--- src/rtl/ahb_lite_master_if.sv ---
// AHB-Lite bus signals between a single-transfer master and its slave.
interface ahb_lite_master_if #(
    parameter int unsigned ADDR_W = 32,
    parameter int unsigned DATA_W = 32
);
    logic              sel;
    logic [ADDR_W-1:0] addr;
    logic [1:0]        trans;
    logic              write;
    logic [2:0]        size;
    logic [DATA_W-1:0] wdata;
    logic              ready;
    logic [DATA_W-1:0] rdata;

    modport master (
        output sel,
        output addr,
        output trans,
        output write,
        output size,
        output wdata,
        input  ready,
        input  rdata
    );

    modport slave (
        input  sel,
        input  addr,
        input  trans,
        input  write,
        input  size,
        input  wdata,
        output ready,
        output rdata
    );
endinterface

--- src/rtl/ahb_lite_master.sv ---
// AHB-Lite single-transfer initiator: turns a valid/ready command stream into pipelined
// NONSEQ single transfers, honours HREADY wait states and returns one response per transfer.
// Only DATA_W = 32 is supported; write data is driven as-is with no lane steering.
module ahb_lite_master #(
    parameter int unsigned ADDR_W = 32,
    parameter int unsigned DATA_W = 32
) (
    input  logic              clk,
    input  logic              reset,
    // command stream
    input  logic              cmd_valid,
    output logic              cmd_ready,
    input  logic [ADDR_W-1:0] cmd_addr,
    input  logic              cmd_write,
    input  logic [2:0]        cmd_size,
    input  logic [DATA_W-1:0] cmd_wdata,
    // response / status
    output logic              rsp_valid,
    output logic              rsp_write,
    output logic [DATA_W-1:0] rsp_rdata,
    output logic              cmd_err,
    output logic              busy,
    // AHB-Lite bus
    ahb_lite_master_if.master bus
);

    typedef enum logic [1:0] {
        TransIdle   = 2'b00,
        TransNonseq = 2'b10
    } trans_e;

    // Address-phase stage: these registers are the bus address/control outputs.
    trans_e            ap_trans_q, ap_trans_d;
    logic [ADDR_W-1:0] ap_addr_q, ap_addr_d;
    logic              ap_write_q, ap_write_d;
    logic [2:0]        ap_size_q, ap_size_d;
    // Write data rides with the address phase until it is driven in the data phase.
    logic [DATA_W-1:0] ap_wdata_q, ap_wdata_d;

    // Data-phase stage. Size is not kept here: without lane steering nothing in the
    // data phase depends on it.
    logic              dp_valid_q, dp_valid_d;
    logic              dp_write_q, dp_write_d;
    logic [DATA_W-1:0] wdata_q, wdata_d;

    // Response and error pulses.
    logic              rsp_valid_q, rsp_valid_d;
    logic              rsp_write_q, rsp_write_d;
    logic [DATA_W-1:0] rsp_rdata_q, rsp_rdata_d;
    logic              cmd_err_q, cmd_err_d;

    logic              ap_nonseq;
    logic              cmd_accept;
    logic              cmd_legal;

    assign cmd_ready  = bus.ready & ~reset;
    assign cmd_accept = cmd_valid & cmd_ready;
    assign ap_nonseq  = (ap_trans_q == TransNonseq);

    // Legality: size must be byte/halfword/word and the address naturally aligned.
    always_comb begin
        cmd_legal = 1'b0;
        unique case (cmd_size)
            3'd0:    cmd_legal = 1'b1;
            3'd1:    cmd_legal = ~cmd_addr[0];
            3'd2:    cmd_legal = (cmd_addr[1:0] == 2'b00);
            default: cmd_legal = 1'b0;
        endcase
    end

    // Pipeline advance: everything holds while HREADY is low.
    always_comb begin
        ap_trans_d  = ap_trans_q;
        ap_addr_d   = ap_addr_q;
        ap_write_d  = ap_write_q;
        ap_size_d   = ap_size_q;
        ap_wdata_d  = ap_wdata_q;
        dp_valid_d  = dp_valid_q;
        dp_write_d  = dp_write_q;
        wdata_d     = wdata_q;
        rsp_valid_d = 1'b0;
        rsp_write_d = rsp_write_q;
        rsp_rdata_d = rsp_rdata_q;
        cmd_err_d   = 1'b0;

        if (bus.ready) begin
            // Data phase completes: report it next cycle.
            if (dp_valid_q) begin
                rsp_valid_d = 1'b1;
                rsp_write_d = dp_write_q;
                rsp_rdata_d = dp_write_q ? '0 : bus.rdata;
            end

            // Address phase moves into the data phase.
            dp_valid_d = ap_nonseq;
            if (ap_nonseq) begin
                dp_write_d = ap_write_q;
                if (ap_write_q) begin
                    wdata_d = ap_wdata_q;
                end
            end

            // New address phase: an accepted legal command, otherwise IDLE.
            // Address/control hold their last values while IDLE.
            ap_trans_d = TransIdle;
            if (cmd_accept) begin
                if (cmd_legal) begin
                    ap_trans_d = TransNonseq;
                    ap_addr_d  = cmd_addr;
                    ap_write_d = cmd_write;
                    ap_size_d  = cmd_size;
                    ap_wdata_d = cmd_wdata;
                end else begin
                    cmd_err_d = 1'b1;
                end
            end
        end
    end

    // State registers with synchronous reset; reset discards any pending transfer.
    always_ff @(posedge clk) begin
        if (reset) begin
            ap_trans_q  <= TransIdle;
            ap_addr_q   <= '0;
            ap_write_q  <= 1'b0;
            ap_size_q   <= '0;
            ap_wdata_q  <= '0;
            dp_valid_q  <= 1'b0;
            dp_write_q  <= 1'b0;
            wdata_q     <= '0;
            rsp_valid_q <= 1'b0;
            rsp_write_q <= 1'b0;
            rsp_rdata_q <= '0;
            cmd_err_q   <= 1'b0;
        end else begin
            ap_trans_q  <= ap_trans_d;
            ap_addr_q   <= ap_addr_d;
            ap_write_q  <= ap_write_d;
            ap_size_q   <= ap_size_d;
            ap_wdata_q  <= ap_wdata_d;
            dp_valid_q  <= dp_valid_d;
            dp_write_q  <= dp_write_d;
            wdata_q     <= wdata_d;
            rsp_valid_q <= rsp_valid_d;
            rsp_write_q <= rsp_write_d;
            rsp_rdata_q <= rsp_rdata_d;
            cmd_err_q   <= cmd_err_d;
        end
    end

    assign bus.trans = ap_trans_q;
    assign bus.sel   = ap_nonseq;
    assign bus.addr  = ap_addr_q;
    assign bus.write = ap_write_q;
    assign bus.size  = ap_size_q;
    assign bus.wdata = wdata_q;

    assign rsp_valid = rsp_valid_q;
    assign rsp_write = rsp_write_q;
    assign rsp_rdata = rsp_rdata_q;
    assign cmd_err   = cmd_err_q;
    assign busy      = ap_nonseq | dp_valid_q;

endmodule

--- src/flat_wrapper.sv ---
// flat-port wrapper written by rule: the top's interface ports become plain ports
module ahb_lite_master_flat 
#(
    parameter int unsigned ADDR_W = 32,
    parameter int unsigned DATA_W = 32
)
  (clk, reset, cmd_valid, cmd_ready, cmd_addr, cmd_write, cmd_size, cmd_wdata, rsp_valid, rsp_write, rsp_rdata, cmd_err, busy, bus_sel, bus_addr, bus_trans, bus_write, bus_size, bus_wdata, bus_ready, bus_rdata);
  ahb_lite_master_if #(.ADDR_W(ADDR_W), .DATA_W(DATA_W)) bus_i ();
  input  logic clk;
  input  logic reset;
  input  logic cmd_valid;
  output logic cmd_ready;
  input  logic [ADDR_W-1:0] cmd_addr;
  input  logic cmd_write;
  input  logic [2:0] cmd_size;
  input  logic [DATA_W-1:0] cmd_wdata;
  output logic rsp_valid;
  output logic rsp_write;
  output logic [DATA_W-1:0] rsp_rdata;
  output logic cmd_err;
  output logic busy;
  output wire logic [$bits(bus_i.sel)-1:0] bus_sel;
  output wire logic [$bits(bus_i.addr)-1:0] bus_addr;
  output wire logic [$bits(bus_i.trans)-1:0] bus_trans;
  output wire logic [$bits(bus_i.write)-1:0] bus_write;
  output wire logic [$bits(bus_i.size)-1:0] bus_size;
  output wire logic [$bits(bus_i.wdata)-1:0] bus_wdata;
  input wire logic [$bits(bus_i.ready)-1:0] bus_ready;
  input wire logic [$bits(bus_i.rdata)-1:0] bus_rdata;
  assign bus_sel = bus_i.sel;
  assign bus_addr = bus_i.addr;
  assign bus_trans = bus_i.trans;
  assign bus_write = bus_i.write;
  assign bus_size = bus_i.size;
  assign bus_wdata = bus_i.wdata;
  assign bus_i.ready = bus_ready;
  assign bus_i.rdata = bus_rdata;
  ahb_lite_master #(.ADDR_W(ADDR_W), .DATA_W(DATA_W)) u_core (.clk(clk), .reset(reset), .cmd_valid(cmd_valid), .cmd_ready(cmd_ready), .cmd_addr(cmd_addr), .cmd_write(cmd_write), .cmd_size(cmd_size), .cmd_wdata(cmd_wdata), .rsp_valid(rsp_valid), .rsp_write(rsp_write), .rsp_rdata(rsp_rdata), .cmd_err(cmd_err), .busy(busy), .bus(bus_i));
endmodule
--- config.mk ---
export PLATFORM = sky130hd
export DESIGN_NAME = ahb_lite_master_flat
export DESIGN_NICKNAME = d
export VERILOG_FILES = /design/src/rtl/ahb_lite_master_if.sv /design/src/rtl/ahb_lite_master.sv /design/src/flat_wrapper.sv
export SDC_FILE = /design/constraint.sdc
export NUM_CORES = 1
export LEC_CHECK = 0
export BUFFER_PORTS_ARGS = -buffer_cell sky130_fd_sc_hd__buf_2
export CAP_MARGIN = 10
export CORE_AREA = 10 10 117 119
export CTS_BUF_LIST = sky130_fd_sc_hd__clkbuf_8
export CTS_CLUSTER_SIZE = 10
export DETAILED_ROUTE_END_ITERATION = 16
export DIE_AREA = 0 0 127 129
export PLACE_DENSITY_LB_ADDON = 0.08
export REMOVE_ABC_BUFFERS = 1
export SETUP_SLACK_MARGIN = 0.1
export SLEW_MARGIN = 20
export SYNTH_ARGS = -nofsm -noshare
export SYNTH_HDL_FRONTEND = slang
export SYNTH_SLANG_ARGS = --single-unit
--- constraint.sdc ---
create_clock -name clk -period 2.95 [get_ports clk]
set_input_delay 0.59 -clock clk [delete_from_list [all_inputs] [get_ports clk]]
set_output_delay 0.59 -clock clk [all_outputs]
set_load 0.01 [all_outputs]
==> results by group, run 1 <==
Pwr
  – Switching portion of total power: 19.9%
  – Comb pwr share: 5.0%
  – Worst vdd ir: slightly below 0.4 mV
  – PwrDens: 583 mW/mm2
  – Psw: 0.000821 W
  – Power Internal: 0.00329 W
  – Register share of total power: 46.1%
  – Clk pwr share: 48.9%
  – LEAKAGE: 3.30 nW

Timing
  – Sum Neg Setup Slack: 0 ns
  – RSZ-0062 raised after global routing: no
  – Slew @ Worst Pin: 0.939 ns
  – Minimum clock period: 2.20 ns
  – Worst Skew: around 0.010 ns
  – Final period utilization: 74.7%
  – Final setup viols: 0
  – Hold Fails Final Rpt: 0
  – Hold slack: about 0.36 ns
  – Slew margin rel.: 37.3%
  – Fin. max-slew vios: 0
  – Max Freq: 454 MHz

CTS
  – Clock sink total: 138
  – CTS Hold Bufs: 0
  – CTS Buffer Depth: 2
  – CTS tree: done
  – CTS Root Cell: clkbuf_8
  – Post-CTS Setup Inserts: 0
  – Post-CTS Resized: 0
  – H-tree depth: 4
  – Insertion delay to the later sink of the worst-skew pair: 0.45 ns
  – Clock slew at reported path FFs: 0.08 ns
  – Inserted Clock Buffers: 17

Global routing
  – GR Overflow Total: 0
  – Largest net degree at the start of global routing: 67
  – First-pass GRT wire length: about 23 mm
  – Tot GR Track Use: 17.5%
  – Initial antenna violation count: 0
  – Vias in the first global route: around 4600

Final layout
  – Register area: 0.00276 mm2
  – Area growth syn-to-layout: 29.9%
  – Antenna cells: 0
  – Layout Nets: 831
  – Commonest cells after routing, fill and taps aside: buf_2 (209), dfxtp_1 (138), nand2_1 (99)
  – Multi-input gate area: 0.00246 mm2
  – Commonest non-fill, non-tap cell in the layout: buf_2
  – Filler cells: between 1000 and 1500
  – Layout cells sized above 1: 43.2%

Die
  – Num rows: 39
  – DIE HEIGHT: 129 um
  – DIE WIDTH: 127 um
  – Core area: 0.0113 mm2
  – Initial Util: 48.0%
  – Die area: between 0.015 and 0.02 mm2
  – I/O pin cnt: 212

Setup path
  – CP max FO: 22
  – Endpoint type of the worst setup path: primary output
  – R2r startpoint: u_core.dp_valid_q
  – Startpoint Class: register
  – Worst Setup EP: busy
  – WP data arrival: 1.61 ns
  – Crit path required time: 2.36 ns
  – Critical R2R Capture: u_core.rsp_rdata[10]
  – R2R depth: 4
  – Critical path type: register to primary output
  – CP Launch Point: u_core.dp_valid_q
  – Reg2Reg Setup Slack: around 0.9 ns

Worst hold path
  – Worst min path class: primary input to register
  – Hold Path Depth: 2

Yosys
  – Mapped Cells: 536
  – Synthesized flop and latch total: 138
  – Seq/Total Area, Yosys: around half
  – Number of flops mapped to enable cells by yosys: 0
  – Avg Inst Size Synth: 10.1 um2
  – Top FF cell, synth: dfxtp_1
  – Cell variety after synth: 27
  – Synth warn: 0
  – Cell Area, Synth: 0.00544 mm2
  – Post-synth ARST share: 0%

Run status
  – Status: complete, no violations

Route
  – Initial drt markers: 223
  – DR WL/cell: approximately 16 um
  – DRC Markers: 0
  – Antenna-violating nets left: 0
  – Detailed-router iteration count before antenna repair: 4
  – Vias: approximately 4400
  – Total Wirelength: 14.5 mm
  – Vias per cell: just under 5

Placed design
  – Port buffer count: between 200 and 250
  – Hpwl dp: just over 10 mm
  – Final Wtd Congestion: 0.794

Flow run
  – Max cap viols: 0
state kept, by name, indices dropped and copies added (netlist names):
name               cells
u_core.ap_wdata_q     32
u_core.bus.trans       1
u_core.bus.wdata      32
u_core.bus.addr       32
u_core.rsp_write       1
u_core.bus.size        3
u_core.rsp_valid       1
u_core.cmd_err         1
u_core.rsp_rdata      32
u_core.bus.write       1
u_core.dp_write_q      1
u_core.dp_valid_q      1
through the flow:
step	util (%)	instance area (um2)	cells	setup slack, ns	power [W]
after detailed placement	57.7	6530	851	0.741	0.00215
after floorplan	-	5220	490	-2.58	0.00201
after global routing	62.4	7060	883	0.613	0.00426
after CTS	62.4	7060	883	0.712	0.00415
after global placement	57.7	6530	851	0.769	0.00214
final	62.4	7060	883	0.747	0.00411
layout make-up:
class                      instances  area share (%)
timing repair buffer             218            15.9
clock buffer                      19            3.70
tap                              143            2.53
multi-input combinational        352            34.9
clock inverter                    13            3.83
sequential                       138            39.1
synthesized netlist by cell type, types with 2 or more instances:
cell / instances / area share [%]
a21oi_1: 68 / 6.3
buf_2: 3 / 0.28
nand4b_1: 32 / 5.2
nand3_1: 2 / 0.18
nor2b_1: 67 / 7.7
nand2b_1: 4 / 0.46
nand2_1: 99 / 6.8
mux2_2: 26 / 5.4
buf_6: 5 / 1.0
nor2_1: 2 / 0.14
clkbuf_1: 35 / 2.4
dfxtp_1: 138 / 51
buf_4: 2 / 0.28
mux2_4: 40 / 11
kinds of logic (layout without fill, tap and decap cells):
group | after synthesis | after routing | synth area share (%)
other | 1 | 1 | 0.0690
buffers and inverters | 46 | 250 | 4.07
DFF | 138 | 138 | 50.8
muxes | 67 | 67 | 16.6
and+or+nand+nor | 212 | 212 | 21.5
AOI/OAI and AO/OA | 72 | 72 | 6.95
worst min path at each step:
stage | start | end | slack (ns)
final | cmd_addr[17] | u_core.bus.addr[17] | 0.36
after global placement | u_core.ap_wdata_q[28] | u_core.bus.wdata[28] | 0.43
after global routing | cmd_wdata[25] | u_core.ap_wdata_q[25] | 0.33
after detailed placement | u_core.ap_wdata_q[11] | u_core.bus.wdata[11] | 0.44
after floorplan | u_core.ap_wdata_q[0] | u_core.bus.wdata[0] | 0.42
after CTS | cmd_addr[29] | u_core.bus.addr[29] | 0.34
per-layer routing:
layer	up-vias	GRT usage (%)	wire [um]
met2	174	27.4	6640
li1	2180	-	-
met5	-	0	0
met3	22	10.0	1680
met4	0	6.70	279
met1	2013	19.4	5890
critical path, cell delays in order, from the launching register on:
cell	delay, ns
dfxtp_1	0.83
or2_2	0.22
buf_2	0.12
power groups by stage:
| stage | sequential (W) | clock (W) | combinational, W |
|---|---|---|---|
| global route | 0.00190 | 0.00213 | 0.000226 |
| finish | 0.00190 | 0.00201 | 0.000205 |
| floorplan | 0.00195 | 0 | 0.0000652 |
| CTS | 0.00190 | 0.00205 | 0.000208 |
| global placement | 0.00194 | 0 | 0.000203 |
| detailed placement | 0.00194 | 0 | 0.000207 |
(Power assumes the default switching activity.)
==> run 2, diff against run 1 <==
--- a/config.mk
+++ b/config.mk
@@ -5,13 +5,14 @@
 export SDC_FILE = /design/constraint.sdc
 export NUM_CORES = 1
 export LEC_CHECK = 0
+export ABC_AREA = 1
 export BUFFER_PORTS_ARGS = -buffer_cell sky130_fd_sc_hd__buf_2
 export CAP_MARGIN = 10
-export CORE_AREA = 10 10 117 119
+export CORE_AREA = 10 10 121 123
 export CTS_BUF_LIST = sky130_fd_sc_hd__clkbuf_8
 export CTS_CLUSTER_SIZE = 10
 export DETAILED_ROUTE_END_ITERATION = 16
-export DIE_AREA = 0 0 127 129
+export DIE_AREA = 0 0 131 133
 export PLACE_DENSITY_LB_ADDON = 0.08
 export REMOVE_ABC_BUFFERS = 1
 export SETUP_SLACK_MARGIN = 0.1
==> constraint.sdc (replaced) <==
create_clock -name clk -period 2.1 [get_ports clk]
set_input_delay 0.42 -clock clk [delete_from_list [all_inputs] [get_ports clk]]
set_output_delay 0.42 -clock clk [all_outputs]
set_load 0.01 [all_outputs]
==> run 2 against run 1 <==
Against the previous run: worst hold slack lost 0.15 ns; final cell count up 41%; clock-buffer cell count up 3; sequential cell count stayed put; sequential share of layout area fell by 1.9 points; cell area increased by 5.2%; highest routed layer unchanged.
==> results by group, run 2 <==
Setup path
  – WP data arrival: 1.26 ns
  – CP Launch Point: u_core.bus.trans[1]
  – CP max FO: 6
  – Critical path type: register to primary output
  – Crit path required time: 1.68 ns
  – Startpoint Class: register
  – R2r startpoint: u_core.bus.trans[1]
  – Reg2Reg Setup Slack: 0.85 ns
  – Endpoint type of the worst setup path: primary output

Die
  – Core area: 0.0124 mm2
  – Initial Util: 47.8%
  – Die area: 0.0174 mm2
  – DIE WIDTH: 131 um
  – I/O pin cnt: 212
  – Num rows: between 40 and 50
  – DIE HEIGHT: 133 um

Route
  – Vias per cell: 4.37
  – Vias: 5464
  – Antenna-violating nets left: 0
  – DR WL/cell: 12.6 um
  – Initial drt markers: between 400 and 500
  – DRC Markers: 0
  – Detailed-router iteration count before antenna repair: 4
  – Total Wirelength: 15.8 mm

Flow run
  – Max cap viols: 0

Worst hold path
  – Worst min path class: primary input to register
  – Hold Crit Start: bus_rdata[5]

Yosys
  – Commonest cells post-synth: inv_1 (238), nand2_1 (188), dfxtp_1 (138), nor2_1 (80), nand4_1 (67)
  – Cell variety after synth: 21
  – Synth warn: 0
  – Number of flops mapped to enable cells by yosys: 0
  – Yosys top cell area share: between 40% and 50%
  – Cell Area, Synth: 0.00591 mm2
  – Most frequent cell after synthesis: inv_1
  – Top post-synthesis cells by area: dfxtp_1 (47%), inv_1 (15%), nand2_1 (12%)
  – Seq/Total Area, Yosys: 46.8%
  – Post-synth ARST share: 0%
  – Mapped Cells: 878
  – Synthesized flop and latch total: 138
  – Dominant cell type by area after synthesis: dfxtp_1
  – Top FF cell, synth: dfxtp_1
  – Avg Inst Size Synth: 6.73 um2

Global routing
  – Tot GR Track Use: 18.0%
  – Initial antenna violation count: 0
  – Largest net degree at the start of global routing: roughly 100
  – First-pass GRT wire length: about 25 mm
  – GR Overflow Total: 0
  – Vias in the first global route: 5081

Timing
  – Final period utilization: approximately four fifths
  – Worst Skew: between 0.004 and 0.005 ns
  – Fin. max-slew vios: 0
  – RSZ-0062 raised after global routing: no
  – Final setup viols: 0
  – Minimum clock period: 1.68 ns
  – Fin worst setup slack: between 0.4 and 0.5 ns
  – Hold Fails Final Rpt: 0
  – Max Freq: 595 MHz

Pwr
  – LEAKAGE: around 4.0 nW
  – PwrDens: 665 mW/mm2
  – Pwr Total: 0.00494 W
  – Worst vdd ir: 0.298 mV

Final layout
  – Layout Nets: 1170
  – Layout cells sized above 1: 24.0%
  – Finished Core Util: 60.1%
  – Antenna cells: 0
  – Commonest cells after routing, fill and taps aside: inv_1 (243), buf_2 (210), nand2_1 (187)
  – Commonest non-fill, non-tap cell in the layout: inv_1
  – Post-route insts no fill: 1249
  – Area growth syn-to-layout: 25.7%

CTS
  – Inserted Clock Buffers: 17
  – H-tree depth: 4
  – CTS Buffer Depth: 2
  – Clock sink total: 138
  – Post-CTS Setup Inserts: 0
  – Insertion delay to the later sink of the worst-skew pair: approximately 0.44 ns
  – CTS tree: done
  – Post-CTS Resized: 0
  – CTS Root Cell: clkbuf_8
  – Clock slew at reported path FFs: 0.07 ns
  – CTS Hold Bufs: 0

Placed design
  – Dpl cells: around 1200
  – Final Wtd Congestion: 0.805
  – Pre-CTS WS: 0.462 ns
  – Port buffer count: 210
  – Hpwl dp: about 11 mm

Run status
  – Status: complete, no violations
run 2: cell types whose count changed in the layout (fill, tap and decap cells not counted), moves of 8 or more:
cell       delta
inv_1       +242
nand2_1      +88
nor2_1       +77
nand4_1      +67
nor2b_1      -67
mux2_4       -40
nand4b_1     -32
o21ai_0      +32
mux2_2       -26
a21oi_1      -10
a22oi_1      +10
bufinv_16     -8
run 2: metrics by stage:
step | hold WS [ns] | setup TNS [ns] | cell area [um2]
after floorplan | 0.433 | -155.94 | 5660
after global placement | 0.430 | 0 | 7090
after detailed placement | 0.432 | 0 | 7090
after CTS | 0.181 | 0 | 7430
after global routing | 0.211 | 0 | 7430
final | 0.212 | 0 | 7430
run 2: critical path, stage by stage, from the launching register on:
cell	delay [ns]
dfxtp_1	0.37
or2_2	0.31
buf_2	0.14
run 2: worst paths after layout:
kind	to	depth (start not counted)
min	u_core.rsp_rdata[5]	3
min reg2reg	u_core.bus.wdata[14]	2
max	busy	2
max reg2reg	u_core.bus.wdata[25]	4
run 2: where the power goes:
group          total, W  switching, W  internal [W]
logic          0.000422      0.000255      0.000167
registers       0.00266     0.0000157       0.00265
clock network   0.00185      0.000921      0.000931
total           0.00494       0.00119       0.00375
run 2: final cells by class:
cell class	count	area, um2
Fill cell	1276	4930
Sequential cell	138	2760
Multi-Input combinational cell	443	2010
Timing Repair Buffer	227	1200
Inverter	239	897
Clock buffer	22	303
Tap cell	172	215
Clock inverter	8	32.5
run 2: kinds of logic after synthesis:
family	after synthesis	synth area share (%)
and+or+nand+nor	341	24.8
other	1	0.0635
DFF	138	46.8
buffers and inverters	297	19.3
AOI/OAI and AO/OA	101	9.02
run 2: per-layer routing:
layer	part of all wire, %	vias up	GRT usage, %
met3	7.8	20	6.39
li1	-	2984	-
met1	44	2310	22.4
met2	46	150	27.4
met4	1.8	0	7.48
met5	0	-	0
==> run 3, diff against run 2 <==
==> constraint.sdc (replaced) <==
create_clock -name clk -period 1.72 [get_ports clk]
set_input_delay 0.344 -clock clk [delete_from_list [all_inputs] [get_ports clk]]
set_output_delay 0.344 -clock clk [all_outputs]
set_load 0.01 [all_outputs]
==> run 3 against run 2 <==
Against the previous run: routed wire length down 0.60%; sequential power up 22%; clock power increased by 31%; final cell count grew 0.16%; register-to-register slack got worse by 0.29 ns; clock-buffer cell count decreased by 1; critical path depth unchanged; sequential share of layout area down 0.50 points; critical path type unchanged; critical endpoint unchanged; largest cell class unchanged.
==> results by group, run 3 (same netlist as run 2, synthesis figures left out) <==
CTS
  – Insertion delay to the later sink of the worst-skew pair: 0.44 ns
  – Inserted Clock Buffers: 17
  – Clock slew at reported path FFs: 0.07 ns
  – CTS Buffer Depth: 2
  – CTS tree: done
  – CTS Root Cell: clkbuf_8
  – H-tree depth: 4
  – Clock sink total: 138

Die
  – Num rows: 41
  – Core area: around 0.012 mm2
  – Initial Util: between 40% and 50%
  – Die area: 0.0174 mm2
  – I/O pin cnt: 212
  – DIE HEIGHT: 133 um
  – DIE WIDTH: around 130 um

Pwr
  – PwrDens: 824 mW/mm2
  – Worst vdd ir: between 0.4 and 0.5 mV
  – LEAKAGE: 4.01 nW

Setup path
  – WP data arrival: approximately 1.2 ns
  – CP top delay family: flip-flops
  – Startpoint Class: register
  – Critical path type: register to primary output
  – Crit path required time: 1.38 ns
  – CP max FO: 5
  – CP Launch Point: u_core.bus.trans[1]
  – Reg2Reg Setup Slack: roughly 0.56 ns
  – Largest stage delay, worst path: 0.36 ns
  – Crit path buf inv count: 1
  – Endpoint type of the worst setup path: primary output
  – CP Cell Sequence: or2_2 -> buf_6
  – R2r startpoint: u_core.bus.write
  – Critical R2R Capture: u_core.bus.wdata[2]
  – R2R depth: 4
  – CP max-delay cell: dfxtp_4

Route
  – Antenna-violating nets left: 0
  – Vias per cell: 4.38
  – Total Wirelength: 15.7 mm
  – DR WL/cell: 12.5 um
  – Detailed-router iteration count before antenna repair: 4
  – Initial drt markers: approximately 310
  – Vias: between 5000 and 6000
  – DRC Markers: 0

Timing
  – Fin worst setup slack: 0.148 ns
  – Max Freq: 636 MHz
  – Fin. max-slew vios: 0
  – Hold Fails Final Rpt: 0
  – RSZ-0062 raised after global routing: no
  – Final setup viols: 0
  – Worst Skew: around 0.013 ns
  – Final period utilization: 91.4%
  – Minimum clock period: 1.57 ns

Worst hold path
  – Worst min path class: primary input to register
  – Hold Path Depth: 3
  – WHS Endpoint: u_core.rsp_rdata[4]
  – Hold Crit Start: bus_rdata[4]

Global routing
  – Tot GR Track Use: approximately 18%
  – Largest net degree at the start of global routing: 101
  – Vias in the first global route: 5252
  – First-pass GRT wire length: 25.4 mm
  – Initial antenna violation count: 1
  – GR Overflow Total: 0

Final layout
  – Antenna cells: 0
  – Layout Nets: 1171
  – Multi-input gate area: 0.00201 mm2
  – Finished Core Util: slightly above 60%
  – Commonest non-fill, non-tap cell in the layout: inv_1
  – Layout cells sized above 1: around a quarter
  – Filler cells: between 1000 and 1500
  – Register area: ~0.0028 mm2
  – Commonest cells after routing, fill and taps aside: inv_1 (240), buf_2 (209), nand2_1 (187)
  – Area growth syn-to-layout: 27.6%

Placed design
  – Hpwl dp: 10.9 mm
  – Port buffer count: between 200 and 250
  – Pre-CTS WS: roughly 0.22 ns
  – Final Wtd Congestion: 0.791

Run status
  – Status: complete, no violations

Flow run
  – Max cap viols: 0
==> run 3: area by class of cell <==
type / count / area share, %
well taps: 172 / 2.85
flip-flops and latches: 138 / 36.7
repair buffers: 228 / 17.0
inverters: 239 / 11.9
clock inverters: 10 / 1.03
clock buffers: 21 / 3.83
multi-input cells: 443 / 26.7
==> run 3: timing repair <==
item,in CTS,in global routing
hold buffers,0,0
gates resized for setup,1,3
endpoints found under the setup margin,1,1
buffers inserted,0,1
==> run 3: where the power goes <==
group	total, W	internal [W]	leakage, nW	switching [W]
Clock	0.00243	0.00126	0.201	0.00117
Combinational	0.000532	0.000216	2.70	0.000316
Sequential	0.00325	0.00323	1.11	0.0000181
==> run 3: worst max path at each step <==
stage                            endpoint  slack (ns)  cells past startpoint
floorplan            u_core.ap_wdata_q[0]       -2.39                      7
global placement    u_core.ap_wdata_q[23]        0.26                      8
detailed placement    u_core.bus.addr[24]        0.22                      9
CTS                                  busy        0.11                      2
global route                         busy         0.1                      2
finish                               busy        0.15                      2
==> run 3: tightest hold or removal path, stage by stage <==
cell,delay [ns]
buf_2,0.08
a22oi_1,0.05
nor2_1,0.07
==> run 3: per-stage QoR <==
stage               hold slack (ns)  area, um2  cells  TNS, ns  total power, W
floorplan                     0.413       5660    820  -198.72         0.00359
global placement              0.429       7160   1219        0         0.00385
detailed placement            0.433       7160   1219        0         0.00386
CTS                           0.112       7520   1250        0         0.00628
global route                  0.126       7540   1251        0         0.00649
finish                        0.138       7540   1251        0         0.00622
==> run 3: metal layers <==
metal	vias to the layer above	GRT usage [%]	wire length, um
li1	2989	-	-
met3	22	6.67	1330
met5	-	0	12
met4	2	6.55	233
met1	2327	21.4	6910
met2	143	28.7	7190
